--- src/rtl/exec_sequencer.sv ---
// Execution sequencer: HALT / RUN / STEP / BREAK control of the PC advance enable.
// Define EXEC_BREAKPOINT_EN to enable the breakpoint comparator and the BREAK state.
module exec_sequencer (
    input  logic        clk,
    input  logic        reset,
    input  logic        run_mode,
    input  logic        step_tick,
    input  logic        stall,
    input  logic [31:0] pc_current,
    input  logic [31:0] bp_addr,
    input  logic        bp_valid,
    output logic        pc_en,
    output logic [1:0]  seq_state,
    output logic        halted,
    output logic [31:0] retired
);

    typedef enum logic [1:0] {
        S_HALT  = 2'b00,
        S_RUN   = 2'b01,
        S_STEP  = 2'b10,
        S_BREAK = 2'b11
    } state_t;

    state_t state;
    logic   bp_hit;

`ifdef EXEC_BREAKPOINT_EN
    assign bp_hit = bp_valid && (pc_current == bp_addr);
`else
    // Breakpoint ports are kept for drop-in compatibility but have no effect.
    logic unused_bp;
    assign unused_bp = ^{pc_current, bp_addr, bp_valid};
    assign bp_hit    = 1'b0;
`endif

    // Reset forces pc_en low in its own cycle, aborting any RUN or STEP in flight.
    always_comb begin
        pc_en = 1'b0;
        if (!reset) begin
            case (state)
                S_RUN:   pc_en = !stall && !bp_hit;
                S_STEP:  pc_en = !stall;
                default: pc_en = 1'b0;
            endcase
        end
    end

    always_ff @(posedge clk) begin
        if (reset) begin
            state   <= S_HALT;
            retired <= '0;
        end else begin
            if (pc_en) begin
                retired <= retired + 32'd1;
            end
            case (state)
                S_HALT: begin
                    if (run_mode) begin
                        state <= S_RUN;
                    end else if (step_tick) begin
                        state <= S_STEP;
                    end
                end
                S_RUN: begin
                    if (!run_mode) begin
                        state <= S_HALT;
                    end else if (bp_hit) begin
                        state <= S_BREAK;
                    end
                end
                S_STEP: begin
                    if (!stall) begin
                        state <= S_HALT;
                    end
                end
                S_BREAK: begin
                    if (step_tick) begin
                        state <= S_STEP;
                    end else if (!run_mode) begin
                        state <= S_HALT;
                    end
                end
            endcase
        end
    end

    assign seq_state = state;
    assign halted    = (state == S_HALT) || (state == S_BREAK);

endmodule

--- config.mk ---
export PLATFORM = sky130hd
export DESIGN_NAME = exec_sequencer
export DESIGN_NICKNAME = d
export VERILOG_FILES = /design/src/rtl/exec_sequencer.sv
export SDC_FILE = /design/constraint.sdc
export NUM_CORES = 1
export LEC_CHECK = 0
export BUFFER_PORTS_ARGS = -buffer_cell sky130_fd_sc_hd__buf_2
export CORE_ASPECT_RATIO = 0.5
export CORE_MARGIN = 1.5
export CORE_UTILIZATION = 45
export CTS_BUF_LIST = sky130_fd_sc_hd__clkbuf_8
export CTS_CLUSTER_DIAMETER = 50
export DETAILED_ROUTE_END_ITERATION = 16
export PLACE_DENSITY = 0.85
export SKIP_CTS_REPAIR_TIMING = 1
export SLEW_MARGIN = 10
export SYNTH_ARGS = -nofsm -noshare
export SYNTH_HDL_FRONTEND = slang
export SYNTH_SLANG_ARGS = --single-unit
--- constraint.sdc ---
create_clock -name clk -period 2.44 [get_ports clk]
set_clock_uncertainty 0.1 [all_clocks]
set_input_delay 0.122 -clock clk [delete_from_list [all_inputs] [get_ports clk]]
set_output_delay 0.122 -clock clk [all_outputs]
set_load 0.02 [all_outputs]
# After elaboration in Yosys (flattened, before gate mapping)
# Index checks and enable logic that the tools add are counted.
[word_totals]
register_bits = 34
elab_cells = 21
[classes]
n_reduce_logical = 5
mux = 8
n_eq_ne = 5
addsub = 1
[op_table]
columns = ["op", "n"]
rows = [
  ["$add 32x1->32 const B", 1],
  ["$mux 2", 5],
  ["$pmux 2 s4", 1],
  ["$eq 2x2->1 const B", 2],
  ["$ne 3x3->1 const B", 1],
  ["$eq 2x1->1 const B", 1],
  ["$logic_not 2->1", 1],
  ["$mux 1", 2],
  ["$ne 2x2->1 const B", 1],
  ["$reduce_and 2->1", 1],
  ["$reduce_or 2->1", 1],
  ["$logic_not 1->1", 1],
  ["$logic_or 1x1->1", 1],
]

# Depth between registers and ports, before layout
[depth]
ltp_word = 4
mapped_depth = 8
mapped_depth_nobuf = 6

# Least setup slack after synthesis
# OpenSTA, ideal clock, no wires.
[synth_timing]
path_kind = "register to register"
start = "register state[1], in the netlist seq_state[1]"
end = "register retired[20]"
required_ns = 2.270
path_buffers = 1
setup_time_ns = 0.070
path_stages_with_launch = 8
arrival_ns = 2.175
slack_ns = 0.095
path_cell_list = "dfxtp_1 inv_1 ha_1 nand4bb_1 or2_2 clkbuf_1 or4_1 a21oi_1"
[synth_via]
elab_chain_cells = 4
[synth_rtl]
columns = ["item", "line_no", "source"]
rows = [
  ["start, declared", "25", "state_t state;"],
  ["start signal, assigned", "51", "state <= S_HALT;"],
  ["start signal, assigned", "60", "state <= S_RUN;"],
  ["start signal, assigned", "62", "state <= S_STEP;"],
  ["$eq 2x2->1 / $eq 2x1->1 (equally long branches)", "41", "case (state)"],
  ["$reduce_or 2->1 (no source line) (*)", "--", ""],
  ["$mux 1 (*)", "--", ""],
  ["$mux 1 (*)", "40", "if (!reset) begin"],
  ["end signal, assigned", "55", "retired <= retired + 32'd1;"],
  ["end, declared", "15", "output logic [31:0] retired"],
]
# Mark *: on every way between the ends. The rest lies on a longest branch, timed or not.
# A chain may end at the register's enable or synchronous reset.

# Worst setup path in the final report
[layout_timing]
start = "register state[1], in the netlist seq_state[1]"
end = "register retired[22]"
# The elaborated chain is that of the path after synthesis.

==> results.md <==
- Outcome: complete, no violations
- Reg-to-Reg End: retired[22]
- Cell taking the most area after synthesis: dfxtp_1
- Maximum VDD drop: 0.247 mV
- Switching power: about 300 uW
- Worst R2R Setup Slack: about 130 ps
- Busiest grt layer: met2
- Pleak: between 0.0008 and 0.0009 uW
- M2 GR Usage: around a third
- CTS tree: yes
- Htree depth: 2
- Total track usage: about a fifth
- Initial antenna violation count: 0
- Drt wl/cell: about 13 um
- Mapped Avg Cell Area: ~8.7 um^2
- Yosys warnings: 0
- Post-synthesis register bit count: 34
- Total power draw: 1140 uW
- Ys async rst share: 0%
- Layout Cells excl Fill: between 300 and 400
- Mapped Cells: slightly above 200
- Critical Path Start: seq_state[1]
- Grt met3 use: between 3 and 4%
- Rows: 15
- Switching part of the total: 26.4%
- R2R depth: 6
- CP endpoint kind: flip-flop
- Starting Density: between 40% and 50%
- Iteration-0 DRC Markers: between 50 and 60
- IO Count: 106
- CP max FO: 10
- Synthesis-to-finish area growth: 20.4%
- Final Net Count: between 300 and 400
- DP Wirelength: around 2.8 mm
- Worst Hold Class: input port to flip-flop
- Buffers added on ports: 40
- Sequential share of power: roughly half
- CP cell instances: inv_1 -> ha_1 -> nand4bb_1 -> or2_2 -> or4_1 -> a21oi_1
- Vias per cell: 5.68
- Hold Violations, Final: 0
- CP endpoint: retired[22]
- Routability cong.: a little under 0.8
- Global-route wire length before repair: 6.42 mm
- Final setup TNS: 0 ps
- Seq/Total Area, Yosys: a little under two fifths
- Clock Sinks: 34
- Die X: about 92 um
- Dpl cells: 290
- Clock-pin slew on the worst setup and hold paths: 70 ps
- Final Core Density: 59.4%
- Ratio of cells with drive above 1 in the final layout: around a quarter
- Main synth FF type: dfxtp_1
- Grt met1 use: about 24%
- Rel. slew slack: around 75%
- Reg2reg start: seq_state[1]
- Synth area leaders: dfxtp_1, o31ai_1, or4_1, a21oi_1, ha_1
- CORE AREA: ~3600 um^2
- Comb pwr share: about an eighth
- Die area: around 4400 um^2
- RSZ-0062 raised after global routing: no
- Internal: 842 uW
- Post-synth top area share: about two fifths
- Pre-antenna DRT Iters: 4
- CP arrival: approximately 2400 ps
- Netlist cell types: 39
- Mapped Area: 1790 um^2
- Drt total wl: 4.00 mm
- Max clock buf depth: 2
- Largest net degree at the start of global routing: 34
- Minimum clock period: about 2300 ps
- Crit path largest cell delay: around 490 ps
- Via Count: roughly 1,700
- Filler cells: ~300
- ANT nets after route: 0
- Pwr dens: 532 nW/um^2
- Max-slew violation count: 0
- Startpoint Class: flip-flop
- Global route overflow: 0
- DRC: 0
- Clk root buf: clkbuf_8
- Final period util: a little over nine tenths
- Slowest-stage cell, CP: or4_1
- Worst-Skew Late Latency: 280 ps
- N_diodes: 0
- Slew @ Worst Pin: around 370 ps
- # Max-Cap Violations: 0
- Final setup violating endpoints: 0
- Syn_nets: 281
- Critical Path RT: ~2600 ps
- WS Path Type: flip-flop to flip-flop
- Die Y: around 48 um
- Cts bufs inserted: 5
- Vias in the first global route: 1,442
- Fmax: around 0.43 GHz
- Clock share of power: between 30% and 40%
- Post-synth EDFFs: 0
[registers in the layout, summed over array words and instances (netlist names)]
register,count
retired,32
seq_state,2
[logic make-up (layout without fill, tap and decap cells)]
kind of cell	count (synthesis)	in the layout	share of synthesized area (%)
muxes	3	3	1.75
and+or+nand+nor	87	87	30.0
xor gates and xnor gates	10	10	4.90
DFF	34	34	38.1
AOI/OAI and AO/OA	47	47	16.2
buffers and inverters	18	64	4.90
adders and majority gates	6	6	4.20
[Yosys cell counts (all sizes together), types with 2 or more instances]
library cell   n
buf            5
and4           4
clkbuf         6
nor4           4
nor2          13
nor2b          4
inv            7
and4b          2
or4           17
o21ai          4
xnor2          5
nand3b         2
dfxtp         34
nor3           3
nand2         13
or3            2
xor2           5
mux2i          2
o31ai         17
ha             6
a21oi         22
nand4          9
nand3          8
[cell usage in the layout, fill, tap and decap left out, drive strengths merged, types with 6 or more instances in the layout]
master | synthesis | layout
or4 | 17 | 17
clkbuf | 6 | 6
buf | 5 | 49
nand2 | 13 | 13
nor2 | 13 | 13
o31ai | 17 | 17
a21oi | 22 | 22
nand3 | 8 | 8
inv | 7 | 8
nand4 | 9 | 9
dfxtp | 34 | 34
ha | 6 | 6
[worst max-delay path: cells and delay by family (launching register included)]
family | cells | cell delay, ps
AOI/OAI and AO/OA | 1 | 160
and+or+nand+nor | 3 | 1090
adders and majority gates | 1 | 370
buffers and inverters | 1 | 100
DFF | 1 | 410
[how the worst min path moves through the flow]
stage	endpoint	slack [ps]	from	depth (start not counted)
6_report	seq_state[0]	40	run_mode	3
5_1_grt	seq_state[0]	50	run_mode	3
4_1_cts	seq_state[0]	40	run_mode	3
3_5_place_dp	seq_state[0]	340	run_mode	3
3_3_place_gp	seq_state[0]	330	run_mode	3
2_1_floorplan	seq_state[0]	170	run_mode	2
[power groups by stage]
stage	clock network [uW]	registers, uW	logic [uW]
5_1_grt	447	583	155
4_1_cts	430	581	140
6_report	425	581	139
3_5_place_dp	0	593	139
2_1_floorplan	0	604	85.3
3_3_place_gp	0	592	133
[metal layers]
metal | wire, um | part of all wire [%] | up-vias
met1 | 1960 | 49 | 808
met3 | 147 | 3.7 | 5
li1 | - | - | 862
met2 | 1850 | 46 | 40
met4 | 46 | 1.1 | 0
met5 | 0 | 0 | -
[final cells by class]
| type | count | area (um^2) | area share, % |
|---|---|---|---|
| Clock buffer | 6 | 82.6 | 3.84 |
| Clock inverter | 2 | 8.76 | 0.407 |
| Timing Repair Buffer | 49 | 268 | 12.4 |
| Inverter | 7 | 26.3 | 1.22 |
| Sequential cell | 34 | 681 | 31.6 |
| Tap cell | 51 | 63.8 | 2.97 |
| Multi-Input combinational cell | 153 | 1020 | 47.5 |
[metrics by stage]
stage / setup slack (ps) / hold WS (ps) / area, um^2
global placement: 209 / 330 / 2030
global route: 13.9 / 54.3 / 2150
detailed placement: 168 / 344 / 2030
floorplan: 94.8 / 174 / 1790
CTS: 114 / 40.8 / 2120
finish: 126 / 38.4 / 2150
No activity file was read; power rests on OpenSTA's default activity.
